[src/rtl/mmio_uart_ctrl_pkg.sv]
// Shared definitions for the MMIO UART controller: register offsets
// (addr[4:2]), STATUS/CTRL bit positions, TX/RX FSM state types and the
// baud divisor floor.
package mmio_uart_ctrl_pkg;

    // Register offsets, word index within the 32-byte window
    localparam logic [2:0] REG_STATUS = 3'd0;
    localparam logic [2:0] REG_RXDATA = 3'd1;
    localparam logic [2:0] REG_TXDATA = 3'd2;
    localparam logic [2:0] REG_CTRL   = 3'd3;
    localparam logic [2:0] REG_BAUD   = 3'd4;
    localparam logic [2:0] REG_CLEAR  = 3'd5;

    // STATUS bit positions; [7:5] are the sticky error bits
    localparam int unsigned ST_RX_VALID  = 0;
    localparam int unsigned ST_RX_FULL   = 1;
    localparam int unsigned ST_TX_EMPTY  = 2;
    localparam int unsigned ST_TX_FULL   = 3;
    localparam int unsigned ST_TX_BUSY   = 4;
    localparam int unsigned ST_RX_OVR    = 5;
    localparam int unsigned ST_FRAME_ERR = 6;
    localparam int unsigned ST_TX_OVF    = 7;

    // CTRL bit positions
    localparam int unsigned CTRL_TX_EN     = 0;
    localparam int unsigned CTRL_RX_EN     = 1;
    localparam int unsigned CTRL_IRQ_RX    = 2;
    localparam int unsigned CTRL_IRQ_TXE   = 3;
    localparam int unsigned CTRL_LOOPBACK  = 4;

    localparam logic [4:0]  CTRL_RESET = 5'b00011;
    localparam logic [15:0] BAUD_MIN   = 16'd4;

    typedef enum logic [1:0] {TX_IDLE, TX_START, TX_DATA, TX_STOP} tx_state_e;
    typedef enum logic [1:0] {RX_IDLE, RX_START, RX_DATA, RX_STOP} rx_state_e;

    // Divisors below the floor would leave no room for mid-bit sampling
    function automatic logic [15:0] clamp_div(input logic [15:0] d);
        return (d < BAUD_MIN) ? BAUD_MIN : d;
    endfunction

endpackage

[src/rtl/mmio_uart_ctrl_fifo.sv]
// uart_sync_fifo: single-clock FIFO with count-based full/empty and a
// first-word-fall-through output (dout_o shows the head entry while !empty_o).
// Ports: clk_i, rst_ni (async active-low), push_i/din_i, pop_i, dout_o,
// full_o, empty_o. A push while full succeeds only if a pop happens in the
// same cycle; a pop while empty is ignored.
module uart_sync_fifo #(
    parameter int unsigned WIDTH = 8,
    parameter int unsigned DEPTH = 16
) (
    input  logic             clk_i,
    input  logic             rst_ni,
    input  logic             push_i,
    input  logic [WIDTH-1:0] din_i,
    input  logic             pop_i,
    output logic [WIDTH-1:0] dout_o,
    output logic             full_o,
    output logic             empty_o
);
    localparam int unsigned AW = $clog2(DEPTH);
    localparam logic [AW:0] FULL_CNT = (AW + 1)'(DEPTH);

    logic [WIDTH-1:0] mem_q [DEPTH];
    logic [AW-1:0]    wptr_q, rptr_q;
    logic [AW:0]      count_q;
    logic             do_push, do_pop;

    assign empty_o = (count_q == '0);
    assign full_o  = (count_q == FULL_CNT);
    assign do_pop  = pop_i && !empty_o;
    assign do_push = push_i && (!full_o || do_pop);
    assign dout_o  = mem_q[rptr_q];

    always_ff @(posedge clk_i or negedge rst_ni) begin
        if (!rst_ni) begin
            wptr_q  <= '0;
            rptr_q  <= '0;
            count_q <= '0;
        end else begin
            if (do_push) wptr_q <= wptr_q + 1'b1;
            if (do_pop)  rptr_q <= rptr_q + 1'b1;
            case ({do_push, do_pop})
                2'b10:   count_q <= count_q + 1'b1;
                2'b01:   count_q <= count_q - 1'b1;
                default: count_q <= count_q;
            endcase
        end
    end

    always_ff @(posedge clk_i) begin
        if (do_push) mem_q[wptr_q] <= din_i;
    end

endmodule

[src/rtl/mmio_uart_ctrl.sv]
// mmio_uart_ctrl: MMIO UART with TX/RX FIFOs, runtime baud divisor, sticky
// error bits, internal loopback and a registered level interrupt.
// Ports: sys_clk, rst_n (async active-low); mmio_read/mmio_write/mmio_addr/
// mmio_write_data request in; mmio_work (comb decode), mmio_done (1-cycle
// pulse), mmio_read_data (valid with done, else 0); uart_rx_pin in,
// uart_tx_pin out (idle high); irq level out.
module mmio_uart_ctrl
    import mmio_uart_ctrl_pkg::*;
#(
    parameter logic [31:0] BASE_ADDR = 32'hFFFF0140,
    parameter int unsigned TX_DEPTH  = 16,
    parameter int unsigned RX_DEPTH  = 16,
    parameter logic [15:0] DIV_RESET = 16'd868
) (
    input  logic        sys_clk,
    input  logic        rst_n,
    input  logic        mmio_read,
    input  logic        mmio_write,
    input  logic [31:0] mmio_addr,
    input  logic [31:0] mmio_write_data,
    output logic        mmio_work,
    output logic        mmio_done,
    output logic [31:0] mmio_read_data,
    input  logic        uart_rx_pin,
    output logic        uart_tx_pin,
    output logic        irq
);
    // Bus / register state
    logic        done_q;
    logic [31:0] rdata_q, rdata_d;
    logic [4:0]  ctrl_q, ctrl_d;
    logic [15:0] div_q, div_d;
    logic [2:0]  sticky_q, sticky_d;   // {tx_overflow, frame_err, rx_overrun}
    logic        irq_q, irq_d;
    logic        accept, wr, rd;
    logic [2:0]  sel;
    logic [31:0] status;

    // FIFO interface
    logic       tx_push, tx_pop, tx_full, tx_empty;
    logic [7:0] tx_dout;
    logic       rx_push, rx_pop, rx_full, rx_empty;
    logic [7:0] rx_dout;

    // TX path
    tx_state_e   tx_state_q, tx_state_d;
    logic [15:0] tx_cnt_q, tx_cnt_d, tx_div_q, tx_div_d;
    logic [2:0]  tx_bit_q, tx_bit_d;
    logic [7:0]  tx_shift_q, tx_shift_d;
    logic        tx_load, tx_line, tx_ovf_set;

    // RX path
    rx_state_e   rx_state_q, rx_state_d;
    logic [15:0] rx_cnt_q, rx_cnt_d, rx_div_q, rx_div_d;
    logic [2:0]  rx_bit_q, rx_bit_d;
    logic [7:0]  rx_shift_q, rx_shift_d;
    logic        rx_src, rx_sync1_q, rx_sync2_q, rx_prev_q, rx_fall;
    logic        rx_ovr_set, frame_set;

    logic unused_bits;
    assign unused_bits = ^{mmio_addr[1:0], mmio_write_data[31:16]};

    // ---------------- bus decode ----------------
    assign mmio_work = (mmio_read || mmio_write) && (mmio_addr[31:5] == BASE_ADDR[31:5]);
    assign accept    = mmio_work && !done_q;
    assign wr        = accept && mmio_write;
    assign rd        = accept && mmio_read;
    assign sel       = mmio_addr[4:2];

    assign mmio_done      = done_q;
    assign mmio_read_data = rdata_q;
    assign irq            = irq_q;

    assign tx_push    = wr && (sel == REG_TXDATA);
    assign tx_ovf_set = tx_push && tx_full && !tx_pop;
    assign rx_pop     = rd && (sel == REG_RXDATA) && !rx_empty;
    assign rx_ovr_set = rx_push && rx_full && !rx_pop;

    always_comb begin
        status = '0;
        status[ST_RX_VALID] = !rx_empty;
        status[ST_RX_FULL]  = rx_full;
        status[ST_TX_EMPTY] = tx_empty;
        status[ST_TX_FULL]  = tx_full;
        status[ST_TX_BUSY]  = (tx_state_q != TX_IDLE);
        status[7:5]         = sticky_q;
    end

    always_comb begin
        rdata_d  = '0;
        ctrl_d   = ctrl_q;
        div_d    = div_q;
        sticky_d = sticky_q;
        if (rd) begin
            case (sel)
                REG_STATUS: rdata_d = status;
                REG_RXDATA: rdata_d = rx_empty ? '0 : {24'd0, rx_dout};
                REG_CTRL:   rdata_d = {27'd0, ctrl_q};
                REG_BAUD:   rdata_d = {16'd0, div_q};
                default:    rdata_d = '0;
            endcase
        end
        if (wr && sel == REG_CTRL)  ctrl_d = mmio_write_data[4:0];
        if (wr && sel == REG_BAUD)  div_d  = clamp_div(mmio_write_data[15:0]);
        if (wr && sel == REG_CLEAR) sticky_d = sticky_q & ~mmio_write_data[7:5];
        // Applied after CLEAR so a same-cycle set survives
        sticky_d = sticky_d | {tx_ovf_set, frame_set, rx_ovr_set};
        irq_d = (ctrl_q[CTRL_IRQ_RX] && !rx_empty)
              || (ctrl_q[CTRL_IRQ_TXE] && tx_empty && tx_state_q == TX_IDLE)
              || (|sticky_q);
    end

    always_ff @(posedge sys_clk or negedge rst_n) begin
        if (!rst_n) begin
            done_q   <= 1'b0;
            rdata_q  <= '0;
            ctrl_q   <= CTRL_RESET;
            div_q    <= DIV_RESET;
            sticky_q <= '0;
            irq_q    <= 1'b0;
        end else begin
            done_q   <= accept;
            rdata_q  <= rdata_d;
            ctrl_q   <= ctrl_d;
            div_q    <= div_d;
            sticky_q <= sticky_d;
            irq_q    <= irq_d;
        end
    end

    // ---------------- FIFOs ----------------
    uart_sync_fifo #(.WIDTH(8), .DEPTH(TX_DEPTH)) u_tx_fifo (
        .clk_i  (sys_clk),
        .rst_ni (rst_n),
        .push_i (tx_push),
        .din_i  (mmio_write_data[7:0]),
        .pop_i  (tx_pop),
        .dout_o (tx_dout),
        .full_o (tx_full),
        .empty_o(tx_empty)
    );

    uart_sync_fifo #(.WIDTH(8), .DEPTH(RX_DEPTH)) u_rx_fifo (
        .clk_i  (sys_clk),
        .rst_ni (rst_n),
        .push_i (rx_push),
        .din_i  (rx_shift_q),
        .pop_i  (rx_pop),
        .dout_o (rx_dout),
        .full_o (rx_full),
        .empty_o(rx_empty)
    );

    // ---------------- TX FSM ----------------
    always_comb begin
        case (tx_state_q)
            TX_START: tx_line = 1'b0;
            TX_DATA:  tx_line = tx_shift_q[0];
            default:  tx_line = 1'b1;
        endcase
    end

    assign uart_tx_pin = ctrl_q[CTRL_LOOPBACK] | tx_line;

    always_comb begin
        tx_state_d = tx_state_q;
        tx_cnt_d   = tx_cnt_q;
        tx_div_d   = tx_div_q;
        tx_bit_d   = tx_bit_q;
        tx_shift_d = tx_shift_q;
        tx_pop     = 1'b0;
        tx_load    = 1'b0;
        case (tx_state_q)
            TX_IDLE: tx_load = ctrl_q[CTRL_TX_EN] && !tx_empty;
            TX_START: begin
                if (tx_cnt_q == '0) begin
                    tx_cnt_d   = tx_div_q - 16'd1;
                    tx_bit_d   = '0;
                    tx_state_d = TX_DATA;
                end else tx_cnt_d = tx_cnt_q - 16'd1;
            end
            TX_DATA: begin
                if (tx_cnt_q == '0) begin
                    tx_cnt_d   = tx_div_q - 16'd1;
                    tx_shift_d = {1'b0, tx_shift_q[7:1]};
                    tx_bit_d   = tx_bit_q + 3'd1;
                    if (tx_bit_q == 3'd7) tx_state_d = TX_STOP;
                end else tx_cnt_d = tx_cnt_q - 16'd1;
            end
            TX_STOP: begin
                if (tx_cnt_q == '0) begin
                    tx_state_d = TX_IDLE;
                    // Chain straight into the next start bit, no idle gap
                    tx_load    = ctrl_q[CTRL_TX_EN] && !tx_empty;
                end else tx_cnt_d = tx_cnt_q - 16'd1;
            end
            default: tx_state_d = TX_IDLE;
        endcase
        if (tx_load) begin
            tx_pop     = 1'b1;
            tx_shift_d = tx_dout;
            tx_div_d   = div_q;
            tx_cnt_d   = div_q - 16'd1;
            tx_state_d = TX_START;
        end
    end

    always_ff @(posedge sys_clk or negedge rst_n) begin
        if (!rst_n) begin
            tx_state_q <= TX_IDLE;
            tx_cnt_q   <= '0;
            tx_div_q   <= DIV_RESET;
            tx_bit_q   <= '0;
            tx_shift_q <= '0;
        end else begin
            tx_state_q <= tx_state_d;
            tx_cnt_q   <= tx_cnt_d;
            tx_div_q   <= tx_div_d;
            tx_bit_q   <= tx_bit_d;
            tx_shift_q <= tx_shift_d;
        end
    end

    // ---------------- RX FSM ----------------
    assign rx_src  = ctrl_q[CTRL_LOOPBACK] ? tx_line : uart_rx_pin;
    assign rx_fall = rx_prev_q && !rx_sync2_q;

    always_comb begin
        rx_state_d = rx_state_q;
        rx_cnt_d   = rx_cnt_q;
        rx_div_d   = rx_div_q;
        rx_bit_d   = rx_bit_q;
        rx_shift_d = rx_shift_q;
        rx_push    = 1'b0;
        frame_set  = 1'b0;
        case (rx_state_q)
            RX_IDLE: begin
                if (rx_fall) begin
                    rx_div_d   = div_q;
                    rx_cnt_d   = {1'b0, div_q[15:1]} - 16'd1;
                    rx_state_d = RX_START;
                end
            end
            RX_START: begin
                if (rx_cnt_q == '0) begin
                    if (rx_sync2_q) rx_state_d = RX_IDLE;   // false start
                    else begin
                        rx_cnt_d   = rx_div_q - 16'd1;
                        rx_bit_d   = '0;
                        rx_state_d = RX_DATA;
                    end
                end else rx_cnt_d = rx_cnt_q - 16'd1;
            end
            RX_DATA: begin
                if (rx_cnt_q == '0) begin
                    rx_cnt_d   = rx_div_q - 16'd1;
                    rx_shift_d = {rx_sync2_q, rx_shift_q[7:1]};
                    rx_bit_d   = rx_bit_q + 3'd1;
                    if (rx_bit_q == 3'd7) rx_state_d = RX_STOP;
                end else rx_cnt_d = rx_cnt_q - 16'd1;
            end
            RX_STOP: begin
                if (rx_cnt_q == '0) begin
                    rx_state_d = RX_IDLE;
                    rx_push    = rx_sync2_q;
                    frame_set  = !rx_sync2_q;
                end else rx_cnt_d = rx_cnt_q - 16'd1;
            end
            default: rx_state_d = RX_IDLE;
        endcase
        if (!ctrl_q[CTRL_RX_EN]) begin
            rx_state_d = RX_IDLE;
            rx_push    = 1'b0;
            frame_set  = 1'b0;
        end
    end

    always_ff @(posedge sys_clk or negedge rst_n) begin
        if (!rst_n) begin
            rx_sync1_q <= 1'b1;
            rx_sync2_q <= 1'b1;
            rx_prev_q  <= 1'b1;
            rx_state_q <= RX_IDLE;
            rx_cnt_q   <= '0;
            rx_div_q   <= DIV_RESET;
            rx_bit_q   <= '0;
            rx_shift_q <= '0;
        end else begin
            rx_sync1_q <= rx_src;
            rx_sync2_q <= rx_sync1_q;
            rx_prev_q  <= rx_sync2_q;
            rx_state_q <= rx_state_d;
            rx_cnt_q   <= rx_cnt_d;
            rx_div_q   <= rx_div_d;
            rx_bit_q   <= rx_bit_d;
            rx_shift_q <= rx_shift_d;
        end
    end

endmodule

[config.mk]
export PLATFORM = sky130hd
export DESIGN_NAME = mmio_uart_ctrl
export DESIGN_NICKNAME = d
export VERILOG_FILES = /design/src/rtl/mmio_uart_ctrl_pkg.sv /design/src/rtl/mmio_uart_ctrl_fifo.sv /design/src/rtl/mmio_uart_ctrl.sv
export SDC_FILE = /design/constraint.sdc
export NUM_CORES = 1
export LEC_CHECK = 0
export CAP_MARGIN = 10
export CORE_ASPECT_RATIO = 0.6
export CORE_MARGIN = 3
export CORE_UTILIZATION = 45
export CTS_CLUSTER_DIAMETER = 100
export DETAILED_ROUTE_END_ITERATION = 10
export PLACE_DENSITY_LB_ADDON = 0.05
export SYNTH_ARGS = -nofsm -noshare
export SYNTH_HDL_FRONTEND = slang
export SYNTH_HIERARCHICAL = 1
export SYNTH_SLANG_ARGS = --single-unit
[constraint.sdc]
create_clock -name sys_clk -period 8.62 [get_ports sys_clk]
set_input_delay 1.293 -clock sys_clk [delete_from_list [all_inputs] [get_ports sys_clk]]
set_output_delay 1.293 -clock sys_clk [all_outputs]
set_load 0.03 [all_outputs]
# After elaboration in Yosys (flattened, before gate mapping)
# Memories as Yosys holds them, arrays and structs flattened.
# Index checks and enable logic that the tools add are counted.
# totals
reg_bits	177
ramBits	256
input_bits	69
out_inout_bits	36
n_memories	2
# classes
addsub	16
magnitude_cmp	1
n_eq_ne	38
mux	56
bitwise_logic	4
reduce_logical	63
# mem_list
name	words	width	rd	rd_clocked_by_memory_dff	wr	line_no	rtl
u_rx_fifo.mem_q	16	8	1	0	1	mmio_uart_ctrl_fifo.sv:22	logic [WIDTH-1:0] mem_q [DEPTH];
u_tx_fifo.mem_q	16	8	1	0	1	mmio_uart_ctrl_fifo.sv:22	
# op_table
cell	count
$mux 16	10
$pmux 16 s4	2
$sub 16x1->16 const B	5
$ne 3x3->1 const B	11
$logic_not 16->1	2
$mux 8	4
$pmux 16 s2	1
$eq 27x27->1 const B	1
$mux 2	12
$logic_and 1x1->1	23
$pmux 5 s2	2
$mux 3	6
$add 4x1->4 const B	4
$lt 16x3->1 const B	1
$sub 15x1->16 const B	1
$ne 2x2->1 const B	7
$reduce_bool 2->1	7
$mux 1	13
$eq 2x2->1 const B	6
$eq 3x3->1 const B	4
$pmux 3 s2	2
$add 5x1->5 const B	2
$eq 5x5->1 const B	2
$logic_not 5->1	2
other kinds (24)	48

# Depth between registers and ports, before layout
# Gate-level depths: netlist of run 1.
# logic_depth
word_depth	11
depth_mapped	17
depth_no_buf	15

# Modules after synthesis
# The synthesis of run 1 kept the hierarchy.
# by_module_without_submodules
mod	n_inst	cells_each	area_each_um2	seq_area_each_um2
uart_sync_fifo	2	306	5835.6	4169.0
mmio_uart_ctrl	1	894	8074.0	3403.3

# Worst setup path before layout of run 1
# OpenSTA, ideal clock, no wires.
# synth_timing
path_kind	input -> register
start	input mmio_addr[7]
end	register u_rx_fifo.count_q[4]
arrival_ns	4.508
t_required_ns	8.533
slack_ns	4.025
path_stages	12
n_path_buf	0
cell_sequence	or4_1 > nor2_1 > o2111ai_1 > or3b_2 > nor2b_1 > o21ai_4 > or2_2 > fa_1 > nand2b_1 > a211o_1 > o31a_1 > o211ai_1
# synth_between
elab_chain_cells	11
elab_cells_between_ends	13
classes_between	3 x eq/ne; 1 x mux; 9 x reduce/logical
# synth_lines
element	line_no	rtl
start, declared	mmio_uart_ctrl.sv:19	input logic [31:0] mmio_addr,
$eq 27x27->1 *	mmio_uart_ctrl.sv:64	assign mmio_work = (mmio_read || mmio_write) && (mmio_addr[31:5] == BASE_ADDR[31:5]);
$logic_and 1x1->1 *	mmio_uart_ctrl.sv:64	
$logic_and 1x1->1 *	mmio_uart_ctrl.sv:65	assign accept = mmio_work && !done_q;
$logic_and 1x1->1 *	mmio_uart_ctrl.sv:67	assign rd = accept && mmio_read;
$logic_and 1x1->1 * (2 in a row)	mmio_uart_ctrl.sv:76	assign rx_pop = rd && (sel == REG_RXDATA) && !rx_empty;
named net rx_pop	mmio_uart_ctrl.sv:42	logic rx_push, rx_pop, rx_full, rx_empty;
$logic_and 1x1->1 *	mmio_uart_ctrl_fifo.sv:29	assign do_pop = pop_i && !empty_o;
$logic_or 1x1->1	mmio_uart_ctrl_fifo.sv:30	assign do_push = push_i && (!full_o || do_pop);
$logic_and 1x1->1	mmio_uart_ctrl_fifo.sv:30	
$eq 2x1->1 / $eq 2x2->1 (equally long branches)	mmio_uart_ctrl_fifo.sv:41	case ({do_push, do_pop})
$pmux 5 s2 / $reduce_bool 2->1 (equally long branches)	--	
end signal, assigned	mmio_uart_ctrl_fifo.sv:42	2'b10: count_q <= count_q + 1'b1;
end signal, assigned	mmio_uart_ctrl_fifo.sv:43	2'b01: count_q <= count_q - 1'b1;
end signal, assigned	mmio_uart_ctrl_fifo.sv:44	default: count_q <= count_q;
end, declared	mmio_uart_ctrl_fifo.sv:24	logic [AW:0] count_q;
# The timed path passes the listed nets; every way through them passes the cells marked *.
# A chain may end at the register's enable or synchronous reset.

# Worst setup path in the final report of run 1
# layout_timing
start	input mmio_addr[12]
end	register u_rx_fifo.count_q[4]
# Same word-level chain as after synthesis.

==> results of run 1 <==
[cells by family after synthesis]
family / Yosys count / share of synthesized area, %
other cells: 1 / 0.0190
flops: 417 / 59.5
simple gates: 465 / 11.7
xor+xnor: 82 / 3.64
buf+inv: 142 / 3.43
mux: 120 / 10.8
compound gates: 240 / 8.38
fa+ha+maj: 39 / 2.55
[per-layer routing]
layer / up-vias / share of wire [%]
met5: - / 0
met3: 55 / 5.8
met4: 0 / 1.4
met1: 6399 / 52
met2: 378 / 40
li1: 5721 / -
[final cells by class]
cell class                      count  area (um^2)
Inverter                           44          165
Fill cell                        3572        20400
Tap cell                          570          713
Timing Repair Buffer               91          860
Multi-Input combinational cell    962         7390
Clock inverter                     22          234
Sequential cell                   417        11700
Clock buffer                       52         1070
[worst min-delay path by stage]
| stage | endpoint | slack, ns |
|---|---|---|
| 2_1_floorplan | rx_sync2_q | 0.35 |
| 3_3_place_gp | rx_sync2_q | 0.38 |
| 3_5_place_dp | rx_sync2_q | 0.38 |
| 4_1_cts | rx_sync2_q | 0.39 |
| 5_1_grt | rx_sync2_q | 0.39 |
| 6_report | rx_sync2_q | 0.38 |
[stage by stage]
step | cell area, um^2 | util, %
after floorplan | 19800 | -
after global placement | 20900 | 49.0
after detailed placement | 20900 | 49.0
after CTS | 22200 | 52.1
after global routing | 22200 | 52.1
final | 22200 | 52.1
[state kept, by name, summed over array words and instances, names as in the netlist, 2 cells and up]
signal	cells
rx_state_q	2
sticky_q	3
tx_cnt_q	16
tx_state_q	2
u_tx_fifo/rptr_q	4
div_q	16
u_tx_fifo/mem_q	128
rx_div_q	16
rx_shift_q	8
mmio_read_data	16
u_rx_fifo/rptr_q	4
tx_bit_q	3
u_tx_fifo/count_q	5
u_rx_fifo/wptr_q	4
ctrl_q	5
tx_div_q	16
u_tx_fifo/wptr_q	4
tx_shift_q	8
rx_bit_q	3
u_rx_fifo/mem_q	128
rx_cnt_q	16
u_rx_fifo/count_q	5
[worst reg2reg max path: cells and delay by family (launching register included)]
| kind | cells | cell delay (ns) |
|---|---|---|
| flops | 1 | 0.43 |
| simple gates | 7 | 2.85 |
| buf+inv | 1 | 0.27 |
[synth_stat cells (all sizes together) (14+ instances only)]
cell    instances
edfxtp        256
nand2         155
dfrtp         141
nor2           95
mux4           64
o21ai          62
clkbuf         57
xnor2          56
inv            44
a22oi          42
mux2           42
a21oi          41
buf            41
nand3          38
nor3           38
ha             37
nor4           28
xor2           26
nand2b         21
dfstp          20
and2           18
or4            16
mux2i          14
[power by group through the flow]
stage | registers (mW) | logic, mW | clock network (mW)
final | 2.17 | 0.807 | 1.78
after global placement | 2.21 | 0.791 | 0
after detailed placement | 2.21 | 0.799 | 0
after floorplan | 2.20 | 0.594 | 0
after global routing | 2.18 | 0.907 | 1.91
after CTS | 2.17 | 0.802 | 1.82
==> metrics.yaml, run 1 <==
status:
  outcome: "completed"
worst_setup_path:
  worst_setup_path_end_kind: "flip-flop"
  required_ns: 9.03
  crit_arrival_ns: 5.43
  cp_top_family: "simple AND/OR/NAND/NOR gates"
  r2r_start: "rx_cnt_q[7]"
  cpMostUsedCell: "o211ai_1"
  r2r_setup_slack_ns: 4.68
  worstPathCellList: "clkdlybuf4s50_1 -> or4_1 -> nor2_1 -> o2111ai_1 -> buf_4 -> or3b_2 -> nor2b_1 -> o21ai_4 -> or2_2 -> fa_1 -> nand2b_1 -> a211o_1 -> o211ai_1 -> o211ai_1"
  cp.depth: 14
  r2r_cells: 8
  slowest_stage: "nor2b_1"
  cp-startpoint: "mmio_addr[12]"
  worstSetupStartpointType: "primary input"
  crit_buf_inv: 2
  timing.rr.end: "u_rx_fifo/mem_q[10][0]"
  critPathCapture: "u_rx_fifo/count_q[4]"
  worst-path-max-fanout: 9
  path_class: "primary input to flip-flop"
  max_stage_delay_ns: 0.63
finish:
  syn_to_final_growth_pct: 12.3
  drive_gt1_share_pct: 13.4
  final_common_cell: "edfxtp_1"
  nets: 1665
  mostFrequentLayoutCells: "edfxtp_1 (256), nand2_1 (155), dfrtp_1 (138), nor2_1 (94), clkdlybuf4s50_1 (69)"
  antenna_cells: 0
  final_cell_count_no_fill: 2158
detailed_routing:
  drtIter0Drc: 1219
  drc: 0
  viasPerCell: 5.82
  drt_pre_antenna_iters: 5
  routedWlPerCell_um: 23.1
  route.vias.total: 12600
  ant_nets: 0
  wl_mm: 49.8
power_and_ir_drop:
  p_seq_share_pct: 45.7
  switching_share_pct: 28.0
  ir_worst_vdd_uv: 183
  clkPwrFrac_pct: 37.4
  p_int_mw: 3.43
  power.switching_mw: 1.33
  p_leak_nw: 8.43
  p_per_area_mw_per_mm2: 215
  combPwrFrac_pct: 17.0
  total_power_mw: 4.76
yosys:
  synthesis.instances: 1506
  async_flop_share_pct: 38.6
  synth_top_area_cell: "edfxtp_1"
  synth_top_flop_cell: "edfxtp_1"
  ys_types: 79
  yosysWarnings: 6
  syn_area_per_cell_um2: 13.1
  ys_ff_latch: 417
  yosysSeqAreaShare_pct: 59.5
  synth_edf_count: 256
  synthTopCellsByArea: "edfxtp_1 (39%), dfrtp_1 (18%), mux4_2 (4.8%), nand2_1 (2.9%), mux4_1 (2.9%)"
  synth_area_mm2: 0.0197
  synth_top_area_share_pct: 38.9
clock_tree:
  post_cts_buffers: 0
  ctsHoldBuffers: 0
  cts_root_buffer: "clkbuf_16"
  post_cts_resized: 0
  cts_buffers: 41
  clkSinkCount: 417
  clk_pin_slew_ns: 0.06
  clock_path_buffers: 3
  htreeDepth: 2
  cts_tree: "done"
  clkLatencyLatePin_ns: 0.54
hold_path:
  hp-class: "flip-flop to flip-flop"
  holdPathStages: 0
  hold_start: "rx_sync1_q"
place:
  pre_cts_ws_ns: 3.07
  place_congestion: 0.864
  dp_hpwl_mm: 34.4
  io_buffer_count: 70
  dp_cells: 2084
grt:
  grt_pass1_wl_mm: 76.4
  grtUsageTotal_pct: 21.4
  antenna_found_initial: 0
  grt_start_max_net_pins: 81
  gr-total-overflow: 0
  busiest_layer: "met1"
  globalRouteMet2Util_pct: 29.1
  grtUsageMet3_pct: 3.88
  first_global_vias: 12300
  met1_usage_pct: 35.5
floorplan:
  die_w_um: 276
  row_count: 58
  core_mm2: 0.0426
  start_util_pct: 46.4
  die_area_mm2: 0.0465
  die_h_um: 168
  io_pins: 105
sta:
  fin_ws_ns: 3.60
  fmax_mhz: 199
  whs_ns: 0.378
  fin_crit_ns: 5.02
  rsz0062_at_grt: "no"
  setup_viol: 0
  slew_viol_final: 0
  hold_viol: 0
  layout_worst_path_cycle_share_pct: 58.3
  worst_pin_slew_ns: 1.19
  setup_tns_ns: 0
  max_slew_margin_pct: 20.7
  fin_skew_ns: 0.0206
run:
  cap_violations: 0
Note: power is estimated with default switching activity, not from simulation.
==> run 2: changes to the inputs <==
clock period = 4.7 ns   (was 8.62 ns; I/O delays follow)
==> run 2 against run 1 <==
Power is 85% higher. Sequential cell count stayed put. Highest routed layer unchanged. Count of clock-buffer cells in the layout stayed put. First-iteration DRC count is 3.6% lower. Clock skew is 0.0048 ns lower. Non-clock buffer count is 31 higher. Combinational power is 85% higher. Cell count is 1.5% higher. Global-route usage is 0.13 points higher. Die area stayed put. Design area is 1.4% higher.
==> metrics.yaml, run 2 (same netlist as run 1, synthesis figures left out) <==
grt:
  grtUsageTotal_pct: 21.5  # +0.13 points
  met1_usage_pct: 36.7  # +1.2 points
  grt_pass1_wl_mm: 76.8  # +0.45%
  gr-total-overflow: 0  # unchanged
  antenna_found_initial: 0  # unchanged
  busiest_layer: "met1"
  grtUsageMet3_pct: 4.28  # +0.40 points
  globalRouteMet2Util_pct: 28.0  # -1.1 points
  grt_start_max_net_pins: 95  # +17%
  first_global_vias: 12100  # -1.6%
finish:
  mostFrequentLayoutCells: "edfxtp_1 (256), nand2_1 (155), dfrtp_1 (138), nor2_1 (94), clkdlybuf4s50_1 (69)"
  antenna_cells: 0  # unchanged
  syn_to_final_growth_pct: 13.8
  final_area_mm2: 0.0225  # +1.4%
  nets: 1696  # +1.9%
  reg_top3: "u_rx_fifo/mem_q x128, u_tx_fifo/mem_q x128"
  final.fill_count: 3565  # -0.20%
  final_util_pct: 52.8  # +0.71 points
  drive_gt1_share_pct: 15.0  # +1.6 points
  final_common_cell: "edfxtp_1"
worst_setup_path:
  slowest_stage: "or3b_2"
  max_stage_delay_ns: 0.57  # -0.06 ns
  path_class: "primary input to flip-flop"
  r2r_cells: 11  # +3
  required_ns: 5.17  # -3.86 ns
  cp-startpoint: "mmio_addr[12]"
  worstSetupStartpointType: "primary input"
  worst-path-max-fanout: 4  # -5
  worst_setup_path_end_kind: "flip-flop"
  crit_arrival_ns: 4.30  # -1.13 ns
  worstPathCellList: "clkdlybuf4s50_1 -> or4_1 -> nor2_1 -> o2111ai_1 -> or3b_2 -> nor2b_1 -> o21ai_4 -> or2_2 -> fa_1 -> nand2b_1 -> a211o_1 -> o31a_1 -> o211ai_1"
  r2r_start: "rx_cnt_q[7]"
detailed_routing:
  ant_nets: 0  # unchanged
  drtIter0Drc: 1175  # -3.6%
  wl_mm: 49.5  # -0.57%
  routedWlPerCell_um: 22.6  # -2.1%
  route.vias.total: 12600  # +0.29%
  drc: 0  # unchanged
  viasPerCell: 5.75  # -1.2%
  drt_pre_antenna_iters: 6  # +1
sta:
  max_slew_margin_pct: 33.5  # +13 points
  setup_viol: 0  # unchanged
  fmax_mhz: 261
  fin_crit_ns: 3.83
  fin_skew_ns: 0.0158  # -0.00483 ns
  layout_worst_path_cycle_share_pct: 81.6
  hold_viol: 0  # unchanged
  setup_tns_ns: 0  # unchanged
  slew_viol_final: 0  # unchanged
  whs_ns: 0.273  # -0.105 ns
  worst_pin_slew_ns: 0.997  # -0.192 ns
  rsz0062_at_grt: "no"
clock_tree:
  post_cts_buffers: 0  # unchanged
  cts_tree: "done"
  post_cts_resized: 0  # unchanged
  ctsHoldBuffers: 0  # unchanged
  htreeDepth: 2  # unchanged
  clkLatencyLatePin_ns: 0.56  # +0.02 ns
  cts_root_buffer: "clkbuf_16"
  clk_pin_slew_ns: 0.06  # about the same
  clock_path_buffers: 3  # unchanged
  cts_buffers: 41  # unchanged
  clkSinkCount: 417  # unchanged
floorplan:
  start_util_pct: 46.4  # unchanged
  die_h_um: 168  # unchanged
  row_count: 58  # unchanged
  die_area_mm2: 0.0465  # unchanged
  die_w_um: 276  # unchanged
  io_pins: 105  # unchanged
  core_mm2: 0.0426  # unchanged
status:
  outcome: "completed"
hold_path:
  hp-class: "primary input to asynchronous set/reset pin"
place:
  place_congestion: 0.843  # -2.5%
  place_area_mm2: 0.0211  # +1.1%
  io_buffer_count: 70  # unchanged
  dp_hpwl_mm: 34.2  # -0.66%
power_and_ir_drop:
  total_power_mw: 8.82  # +85%
  p_leak_nw: 8.63  # +2.4%
  ir_worst_vdd_uv: 541  # +200%
  p_per_area_mw_per_mm2: 392  # +83%
run:
  cap_violations: 0  # unchanged
-- run 2: cell types whose count changed in the layout (fill, tap and decap cells not counted) --
| cell | delta |
|---|---|
| buf_4 | +31 |
| clkinv_1 | +7 |
| clkbuf_1 | -5 |
| clkbuf_8 | +4 |
| clkinv_2 | -2 |
| inv_6 | -2 |
| clkbuf_16 | +1 |
| clkinv_4 | -1 |
| clkinv_8 | +1 |
| clkinvlp_4 | -1 |
| inv_16 | +1 |
| inv_8 | -1 |
-- run 2: per-stage QoR --
stage          setup WS (ns)  instances
4_1_cts                0.889       2191
3_3_place_gp           0.332       2115
6_report               0.866       2191
2_1_floorplan          0.693       1521
5_1_grt                0.775       2191
3_5_place_dp           0.311       2115
-- run 2: final timing paths --
check	to	slack [ns]
max	u_rx_fifo/count_q[4]	0.87
min	rx_bit_q[0]	0.27
max reg2reg	u_rx_fifo/count_q[4]	1.00
min reg2reg	rx_sync2_q	0.36
max in group asynchronous	rx_div_q[5]	3.47
min in group sys_clk	rx_sync2_q	0.36
-- run 2: area by class of cell --
cell class | instances | area [um^2] | area share (%)
Inverter | 44 | 165 | 0.735
Timing Repair Buffer | 122 | 1090 | 4.86
Clock buffer | 52 | 1130 | 5.02
Multi-Input combinational cell | 962 | 7390 | 32.9
Tap cell | 570 | 713 | 3.17
Clock inverter | 24 | 241 | 1.07
Sequential cell | 417 | 11700 | 52.3
-- run 2: power breakdown --
part	internal [mW]	total, mW	leakage (nW)	switching, mW
Sequential	3.93	3.99	4.46	0.0596
Clock	1.93	3.35	0.671	1.41
Combinational	0.530	1.49	3.50	0.957
-- run 2: critical path: cells and delay by family --
family,cells,cell delay (ns)
adder cells (fa/ha/maj),1,0.42
AO/OA/AOI/OAI,5,0.81
AND/OR/NAND/NOR,6,1.96
buffers and inverters,1,0.40
-- run 2: metal layers --
layer / part of all wire (%) / wire length (um)
met5: 0 / 0
met4: 1.2 / 610
met3: 6.9 / 3400
met2: 40 / 19600
met1: 52 / 25900
==> run 3: changes to the inputs <==
clock period = 3.5 ns   (was 4.7 ns; I/O delays follow)
==> run 3 against run 2 <==
The flow now finishes with violations (hold timing). Cell count rose by 1.8%. Critical path type unchanged. Register-to-register slack got worse by 0.80 ns. Hold slack got worse by 0.30 ns. Critical endpoint unchanged. Count of clock-buffer cells in the layout did not move. Via count rose by 2.0%. Global-route usage rose by 0.71 points. Largest power group unchanged. Wire length rose by 3.8%. Design area rose by 1.9%. Highest routed layer unchanged.
==> metrics.yaml, run 3 (same netlist as run 1, synthesis figures left out) <==
power_and_ir_drop:
  total_power_mw: 12.2  # +38%
  ir_worst_vdd_uv: 671  # +24%
  p_per_area_mw_per_mm2: 533  # +36%
  p_leak_nw: 8.87  # +2.7%
detailed_routing:
  routedWlPerCell_um: 23.0  # +1.9%
  drt_pre_antenna_iters: 5  # -1
  viasPerCell: 5.76  # +0.19%
  route.vias.total: 12800  # +2.0%
  wl_mm: 51.3  # +3.8%
  ant_nets: 0  # unchanged
  drtIter0Drc: 1327  # +13%
  drc: 0  # unchanged
finish:
  final_common_cell: "edfxtp_1"
  antenna_cells: 0  # unchanged
  nets: 1736  # +2.4%
  final_util_pct: 53.8  # +1.0 points
  mostFrequentLayoutCells: "edfxtp_1 (256), nand2_1 (155), dfrtp_1 (139), nor2_1 (93), buf_4 (88)"
  drive_gt1_share_pct: 17.4  # +2.4 points
  syn_to_final_growth_pct: 16.0
  reg_top3: "u_rx_fifo/mem_q x128, u_tx_fifo/mem_q x128"
floorplan:
  die_h_um: 168  # unchanged
  io_pins: 105  # unchanged
  core_mm2: 0.0426  # unchanged
  die_w_um: 276  # unchanged
  start_util_pct: 46.4  # unchanged
  die_area_mm2: 0.0465  # unchanged
  row_count: 58  # unchanged
clock_tree:
  post_cts_buffers: 0  # unchanged
  htreeDepth: 2  # unchanged
  cts_root_buffer: "clkbuf_16"
  clk_pin_slew_ns: 0.06  # about the same
  clock_path_buffers: 3  # unchanged
  cts_tree: "done"
  clkLatencyLatePin_ns: 0.58  # +0.02 ns
  clkSinkCount: 417  # unchanged
  cts_buffers: 41  # unchanged
sta:
  fin_skew_ns: 0.0305  # +0.0147 ns
  fin_crit_ns: 3.34
  setup_viol: 0  # unchanged
  rsz0062_at_grt: "yes"
  layout_worst_path_cycle_share_pct: 95.5
  max_slew_margin_pct: 35.5  # +2.0 points
  slew_viol_final: 0  # unchanged
  worst_pin_slew_ns: 0.964  # -0.0333 ns
  fmax_mhz: 299
  whs_ns: -0.0292  # -0.302 ns
  hold_viol: 15  # +15
worst_setup_path:
  worst_setup_path_end_kind: "flip-flop"
  crit_arrival_ns: 3.76  # -0.54 ns
  slowest_stage: "or4_1"
  cp_top_family: "simple AND/OR/NAND/NOR gates"
  worstSetupStartpointType: "primary input"
  worstPathCellList: "clkdlybuf4s50_1 -> or4_1 -> nor2_2 -> o2111ai_2 -> or3b_4 -> nor2b_4 -> o21ai_4 -> or2_2 -> fa_1 -> nand2b_1 -> a211o_1 -> o211ai_1 -> o211ai_1"
  path_class: "primary input to flip-flop"
  cpMostUsedCell: "o211ai_1"
  crit_buf_inv: 1  # unchanged
  required_ns: 3.92  # -1.25 ns
  max_stage_delay_ns: 0.52  # -0.05 ns
  worst-path-max-fanout: 2  # -2
place:
  place_congestion: 0.852  # +1.1%
  dp_hpwl_mm: 35.9  # +5.1%
  io_buffer_count: 70  # unchanged
grt:
  grt_pass1_wl_mm: 79.3  # +3.3%
  first_global_vias: 12600  # +4.2%
  grt_start_max_net_pins: 78  # -18%
  grtUsageTotal_pct: 22.2  # +0.71 points
  antenna_found_initial: 0  # unchanged
  gr-total-overflow: 0  # unchanged
hold_path:
  hp-class: "primary input to asynchronous set/reset pin"
status:
  outcome: "finished with violations"
  violations: "hold timing"
run:
  cap_violations: 0  # unchanged
run 3: repair_timing:
item	in CTS	in global routing
setup endpoints to repair	0	12
hold buffers	0	0
resized for setup	0	4
run 3: worst paths after layout:
path | start | endpoint | slack [ns] | cells past startpoint
hold / removal | rst_n | rx_cnt_q[7] | -0.03 | 1
max in group asynchronous | rst_n | rx_div_q[9] | 2.58 | 2
hold reg to reg | rx_sync1_q | rx_sync2_q | 0.36 | 0
setup / recovery | mmio_addr[12] | u_rx_fifo/count_q[4] | 0.16 | 13
setup reg to reg | rx_cnt_q[7] | u_rx_fifo/count_q[4] | 0.20 | 11
min in group sys_clk | rx_sync1_q | rx_sync2_q | 0.36 | 0
run 3: routing by layer:
| layer | routed length (um) | vias up | global-route usage (%) |
|---|---|---|---|
| met4 | 736 | 0 | 4.10 |
| li1 | - | 5875 | - |
| met5 | 0 | - | 0 |
| met3 | 3850 | 50 | 4.73 |
| met2 | 20500 | 417 | 29.9 |
| met1 | 26200 | 6501 | 36.6 |
run 3: layout make-up:
class	instances	area, um^2
fill	3560	19700
sequential	417	11700
multi-input combinational	962	7420
timing repair buffer	162	1440
clock buffer	52	1090
tap	570	713
clock inverter	24	332
inverter	44	165
run 3: where the power goes:
part           internal (mW)  switching, mW  total, mW
combinational          0.834           1.36       2.19
clock                   2.68           1.98       4.67
sequential              5.27         0.0822       5.35
run 3: stage by stage:
stage | setup TNS (ns) | instances | hold WS, ns | worst slack, ns | instance area, um^2
2_1_floorplan | -0.0261 | 1521 | 0.229 | -0.0261 | 19800
3_3_place_gp | -3.48 | 2155 | 0.348 | -0.345 | 21500
3_5_place_dp | -5.71 | 2155 | 0.350 | -0.376 | 21500
4_1_cts | 0 | 2231 | 0.0292 | 0.0655 | 22900
5_1_grt | -0.00510 | 2231 | 0.0565 | -0.00510 | 22900
6_report | 0 | 2231 | -0.0292 | 0.156 | 22900
run 3: worst register-to-register path: stages, from the launching register on:
cell and delay, ns:
dfrtp_1 0.43, or4_1 0.63, or3_1 0.48, nor2_8 0.14, and4_4 0.32, or2_2 0.16, inv_1 0.07, ha_1 0.32
nand2b_1 0.08, a211o_1 0.30, o211ai_1 0.13, o211ai_1 0.12
